===== src/rtl/dsp_result_acc.sv =====
// Frame accumulator for the DSP P stream. It sums FRAME_LEN samples into one total and holds that total in a single output register.
// Latency: the total is valid one cycle after the last sample is accepted. Backpressure: p_ready falls only when a finished total is still waiting on acc_ready.
module dsp_result_acc #(
    parameter int P_WIDTH   = 48,
    parameter int ACC_WIDTH = 56,
    parameter int FRAME_LEN = 4,
    parameter int SATURATE  = 1,
    localparam int CNT_WIDTH = $clog2(FRAME_LEN + 1)
) (
    input  logic                 clk,
    input  logic                 rst_n,
    input  logic [P_WIDTH-1:0]   p_in,
    input  logic                 p_valid,
    output logic                 p_ready,
    input  logic                 clr,
    output logic [ACC_WIDTH-1:0] acc_out,
    output logic                 acc_valid,
    input  logic                 acc_ready,
    output logic [CNT_WIDTH-1:0] frame_cnt,
    output logic                 overflow
);
    localparam int PAD = ACC_WIDTH + 1 - P_WIDTH;
    localparam logic [CNT_WIDTH-1:0] LAST_IDX = CNT_WIDTH'(FRAME_LEN - 1);

    logic [ACC_WIDTH-1:0] acc;
    logic [ACC_WIDTH:0]   sum_full;
    logic                 carry;
    logic [ACC_WIDTH-1:0] result;
    logic                 last_slot;
    logic                 in_xfer;
    logic                 out_xfer;

    // The extra top bit of sum_full is the carry out of ACC_WIDTH.
    assign sum_full  = {1'b0, acc} + {{PAD{1'b0}}, p_in};
    assign carry     = sum_full[ACC_WIDTH];
    assign result    = (carry && (SATURATE != 0)) ? {ACC_WIDTH{1'b1}} : sum_full[ACC_WIDTH-1:0];
    assign last_slot = (frame_cnt == LAST_IDX);

    // The last sample can enter only when the holding register is empty or is being drained in the same cycle.
    assign p_ready  = !clr && (!last_slot || !acc_valid || acc_ready);
    assign in_xfer  = p_valid && p_ready;
    assign out_xfer = acc_valid && acc_ready;

    always_ff @(posedge clk or negedge rst_n) begin
        if (!rst_n) begin
            acc       <= '0;
            frame_cnt <= '0;
        end else if (clr) begin
            acc       <= '0;
            frame_cnt <= '0;
        end else if (in_xfer) begin
            if (last_slot) begin
                acc       <= '0;
                frame_cnt <= '0;
            end else begin
                acc       <= result;
                frame_cnt <= frame_cnt + CNT_WIDTH'(1);
            end
        end
    end

    // The clear does not touch the holding register, so a pending total still drains.
    always_ff @(posedge clk or negedge rst_n) begin
        if (!rst_n) begin
            acc_out   <= '0;
            acc_valid <= 1'b0;
        end else if (in_xfer && last_slot) begin
            acc_out   <= result;
            acc_valid <= 1'b1;
        end else if (out_xfer) begin
            acc_valid <= 1'b0;
        end
    end

    always_ff @(posedge clk or negedge rst_n) begin
        if (!rst_n) begin
            overflow <= 1'b0;
        end else if (clr) begin
            overflow <= 1'b0;
        end else if (in_xfer && carry) begin
            overflow <= 1'b1;
        end
    end

endmodule


===== config.mk =====
export PLATFORM = sky130hd
export DESIGN_NAME = dsp_result_acc
export DESIGN_NICKNAME = d
export VERILOG_FILES = /design/src/rtl/dsp_result_acc.sv
export SDC_FILE = /design/constraint.sdc
export NUM_CORES = 1
export LEC_CHECK = 0
export CORE_MARGIN = 5
export CORE_UTILIZATION = 46
export CTS_CLUSTER_SIZE = 8
export DETAILED_ROUTE_END_ITERATION = 16
export GPL_ROUTABILITY_DRIVEN = 1
export MAX_ROUTING_LAYER = met4
export PLACE_DENSITY = 0.83
export SLEW_MARGIN = 20
export SYNTH_ARGS = -nofsm -noshare
export SYNTH_HDL_FRONTEND = slang
export SYNTH_SLANG_ARGS = --single-unit

===== constraint.sdc =====
create_clock -name clk -period 3 [get_ports clk]
set_input_delay 0.6 -clock clk [delete_from_list [all_inputs] [get_ports clk]]
set_output_delay 0.6 -clock clk [all_outputs]
set_load 0.05 [all_outputs]

==> flow_summary.yaml, run 1 <==
sta:
  finalSetupViolations: 113
  fin_crit_sh_pct: 113
  timing.final.hold_violations: 0
  rsz_0062_raised_after_global_routing: "true"
  setup_ws_ns: -0.399
  slew_viol_final: 0
  slew-limit-headroom_pct: 45.3
  timing.final.crit_period_ns: 3.40
  fin_worst_hold_slack_ns: 0.109
  maxClockFrequency_ghz: 0.294
  setup_total_negative_slack_ns: -21.86
  worst_pin_slew_ns: 0.820
  finClkSkew_ns: 0.0132
worst_setup_path:
  arrival_ns: 3.71
  setup.worst_path.start_class: "input port"
  cp_cell_sequence: "clkdlybuf4s50_1 > ha_1 > nand2_1 > o21a_1 > o211a_1 > a22oi_1 > o2111ai_4 > a21oi_2 > mux2i_1 > or3_4 > mux2_4"
  r2r_setup_slack_ns: -0.28
  maximum_fanout_encountered_on_the_critical_timing_path: 3
  logic_depth_of_the_worst_register_to_register_path: 14
  max_stage_delay_ns: 0.64
  crit_path_end_kind: "flop"
  crit-reg2reg-capture: "acc[36]"
  launching_point_of_the_worst_reg2reg_path: "acc[0]"
  critical-path-slowest-cell: "sky130_fd_sc_hd__a22oi_1"
  setup.worst_path.class: "in -> reg"
  startpoint: "p_in[26]"
  timing.critical_path.required_ns: 3.31
yosys:
  synth_area_per_cell_sq_um: 8.85
  synth_enable_flop_cells: 0
  synth_top_flop_cell: "sky130_fd_sc_hd__dfrtp_1"
  synth-seq-cells: 117
  post_synthesis_instance_total: 861
  syn-num-nets: 964
  synthesis.area_sq_um: 7620
  synth_async_sr_flop_share_pct: 100
  synth_warn: 0
  synth_cell_types: 66
  synth_sequential_area_ratio_pct: 38.4
cells_and_area:
  layout_commonest_cell: "sky130_fd_sc_hd__buf_4"
  num-nets-final: 1297
  postLayoutCoreUtil_pct: 79.1
  filler_cell_count: 827
  drive_above_1_share_pct: 39.2
  diodes: 0
  mostFrequentLayoutCells: "sky130_fd_sc_hd__buf_4 (225), sky130_fd_sc_hd__dfrtp_1 (117), sky130_fd_sc_hd__clkdlybuf4s50_1 (94)"
  finish.instance_area_sq_um: 13000
  register_area_sq_um: 2930
  multi_input_area_sq_um: 5770
  area_growth_pct: 70.4
power_and_ir_drop:
  comb_power_share_pct: 62.4
  clock_power_share_pct: 16.2
  total_leakage_power_nw: 5.79
  report.power.total_mw: 11.5
  max-vdd-ir-drop_mv: 0.624
  p_sw_mw: 5.32
  seq_power_share_pct: 21.4
  internal_mw: 6.19
  netSwitchingFraction_pct: 46.2
  p_per_area_nw_per_um2: 886
clocking:
  cts-buffers-inserted: 17
  clock_latency_late_sink_ns: 0.44
  clock_path_buffers: 2
  cts-htree-levels: 4
  clk_pin_slew_worst_paths_ns: 0.06
  tritoncts: "yes"
  cts_hold_repair.buffers: 0
  cts.sink_count: 117
  clk_root_buffer_cell: "sky130_fd_sc_hd__clkbuf_16"
drt:
  drt_first_iter_violations: 1430
  route.vias.total: 9589
  detailedRoute.firstPassIterationCount: 6
  wl_per_cell_um: 25.0
  post_drt_via_cell_ratio: 6.72
  finalWirelength_mm: 35.6
  detail-route-antenna-nets: 0
  drc: 0
die:
  design.portCount: 115
  fp.coreArea_sq_um: 16400
  std_cell_rows: 47
  initial_utilization_pct: 46.4
  die-area_sq_um: 19200
  die-width_um: 139
  fp.dieH_um: 139
grt:
  maximum_number_of_pins_on_one_net_before_global_route_repair: 58
  track_usage_pct: 29.7
  overflow: 0
  grt_antenna_before_repair: 0
  grt_pass1_wl_mm: 45.5
  vias_in_the_first_global_route: 8830
min_path:
  worstHoldPathType: "in -> async"
placed_design:
  buffer_ports.inserted: 114
  gpl.final_weighted_congestion: 0.924
  dpl_cell_area_sq_um: 10600
  hpwl_dp_mm: 18.2
run:
  timing.max_cap.violations: 0
status:
  violations: "setup timing"
  status: "finished with violations"
## metal layers
layer  part of all wire, %  wire length (um)  global-route usage [%]  up-vias
met5                     0                 0                       -        -
met4                   7.9              2810                    12.2        0
met3                    11              3770                    6.48      314
met2                    47             16600                    48.2      844
met1                    35             12500                    36.1     4559
li1                      -                 -                       -     3872
## worst max-delay path by stage
stage | endpoint | slack, ns | cells after the start
2_1_floorplan | acc_out[47] | -0.32 | 12
3_3_place_gp | acc_out[54] | -0.80 | 12
3_5_place_dp | acc_out[52] | -0.90 | 12
4_1_cts | acc_out[47] | -0.09 | 11
5_1_grt | acc_out[47] | -0.42 | 11
6_report | acc_out[47] | -0.40 | 11
## cells by family after synthesis
family,after synthesis,share of synthesized area (%)
buffers and inverters,74,4.24
adder cells (fa/ha/maj),50,8.31
flip-flops,117,38.4
multiplexers,5,0.756
AND/OR/NAND/NOR,231,14.4
AO/OA/AOI/OAI,342,29.0
XOR/XNOR,42,4.83
## power groups by stage
stage          Clock [mW]  Combinational [mW]  Sequential [mW]
2_1_floorplan           0                2.06             3.53
3_3_place_gp            0                5.60             2.38
3_5_place_dp            0                5.71             2.41
4_1_cts              1.82                6.11             2.41
5_1_grt              1.94                7.42             2.50
6_report             1.86                7.18             2.46
## area by class of cell
cell class,instances,area share [%]
flip-flops and latches,117,22.6
multi-input cells,670,44.5
inverters,15,0.434
clock inverters,10,0.453
clock buffers,22,3.50
well taps,220,2.12
repair buffers,373,26.5
## stage by stage
stage	setup WS [ns]	std cells
6_report	-0.399	1427
5_1_grt	-0.420	1427
4_1_cts	-0.0878	1419
3_5_place_dp	-0.900	1359
3_3_place_gp	-0.799	1359
2_1_floorplan	-0.317	861
## critical path, delay by kind of cell
kind / cells / cell delay (ns)
and+or+nand+nor: 2 / 0.49
adders and majority gates: 1 / 0.35
AOI/OAI and AO/OA: 5 / 1.46
muxes: 2 / 0.40
buffers and inverters: 1 / 0.41
## Yosys cell counts (3+ instances only)
| library cell | instances | share of area (%) |
|---|---|---|
| sky130_fd_sc_hd__buf_2 | 9 | 0.59 |
| sky130_fd_sc_hd__and4_1 | 3 | 0.35 |
| sky130_fd_sc_hd__a22oi_1 | 7 | 0.69 |
| sky130_fd_sc_hd__or3_1 | 6 | 0.49 |
| sky130_fd_sc_hd__nor2_1 | 79 | 3.9 |
| sky130_fd_sc_hd__and2_1 | 5 | 0.41 |
| sky130_fd_sc_hd__xnor2_1 | 25 | 2.9 |
| sky130_fd_sc_hd__o21bai_1 | 7 | 0.69 |
| sky130_fd_sc_hd__a31oi_1 | 52 | 4.3 |
| sky130_fd_sc_hd__a31o_2 | 3 | 0.35 |
| sky130_fd_sc_hd__a311oi_1 | 9 | 1.0 |
| sky130_fd_sc_hd__a21oi_1 | 100 | 6.6 |
| sky130_fd_sc_hd__dfrtp_1 | 117 | 38 |
| sky130_fd_sc_hd__a211oi_1 | 10 | 0.99 |
| sky130_fd_sc_hd__buf_4 | 5 | 0.49 |
| sky130_fd_sc_hd__nor2b_1 | 5 | 0.41 |
| sky130_fd_sc_hd__o22a_1 | 3 | 0.35 |
| sky130_fd_sc_hd__buf_1 | 4 | 0.20 |
| sky130_fd_sc_hd__o21ai_0 | 49 | 3.2 |
| sky130_fd_sc_hd__ha_1 | 49 | 8.0 |
| sky130_fd_sc_hd__nand4_1 | 16 | 1.3 |
| sky130_fd_sc_hd__nand3_1 | 21 | 1.4 |
| sky130_fd_sc_hd__nand3b_1 | 4 | 0.39 |
| sky130_fd_sc_hd__o21a_1 | 10 | 0.99 |
| sky130_fd_sc_hd__nand2b_1 | 6 | 0.49 |
| sky130_fd_sc_hd__o211ai_1 | 7 | 0.69 |
| sky130_fd_sc_hd__inv_1 | 15 | 0.74 |
| sky130_fd_sc_hd__or4_1 | 4 | 0.39 |
| sky130_fd_sc_hd__a221o_1 | 4 | 0.53 |
| sky130_fd_sc_hd__a21o_1 | 52 | 5.1 |
| sky130_fd_sc_hd__a22o_1 | 4 | 0.46 |
| sky130_fd_sc_hd__nand2_1 | 57 | 2.8 |
| sky130_fd_sc_hd__clkbuf_1 | 39 | 1.9 |
| sky130_fd_sc_hd__xor2_1 | 17 | 2.0 |
| sky130_fd_sc_hd__o2111ai_1 | 4 | 0.46 |
| sky130_fd_sc_hd__and3_1 | 7 | 0.57 |
| sky130_fd_sc_hd__nor3_1 | 8 | 0.53 |
## what timing repair did
action / in CTS / in global routing
gates resized for setup: 129 / 143
gates cloned: 5 / 4
pin swaps: 51 / 32
endpoints found under the setup margin: 113 / 113
setup buffers: 23 / 7
## sequential cells by signal (all words and copies together), names as in the netlist
register	count
acc_valid	1
overflow	1
acc_out	56
acc	56
frame_cnt	3
Note: power is estimated with default switching activity, not from simulation.
==> run 2: changes to the inputs <==
--- a/config.mk
+++ b/config.mk
@@ -10,6 +10,7 @@
 export CTS_CLUSTER_SIZE = 8
 export DETAILED_ROUTE_END_ITERATION = 16
 export GPL_ROUTABILITY_DRIVEN = 1
+export HOLD_SLACK_MARGIN = 0.1
 export MAX_ROUTING_LAYER = met4
 export PLACE_DENSITY = 0.83
 export SLEW_MARGIN = 20
==> results of run 2 <==
Final layout, timing and power as in run 1 (identical DEF).
==> run 3: changes to the inputs <==
--- a/config.mk
+++ b/config.mk
@@ -10,7 +10,7 @@
 export CTS_CLUSTER_SIZE = 8
 export DETAILED_ROUTE_END_ITERATION = 16
 export GPL_ROUTABILITY_DRIVEN = 1
-export HOLD_SLACK_MARGIN = 0.1
+export HOLD_SLACK_MARGIN = 0.05
 export MAX_ROUTING_LAYER = met4
 export PLACE_DENSITY = 0.83
 export SLEW_MARGIN = 20
==> results of run 3 <==
Final layout, timing and power as in run 1 (identical DEF).
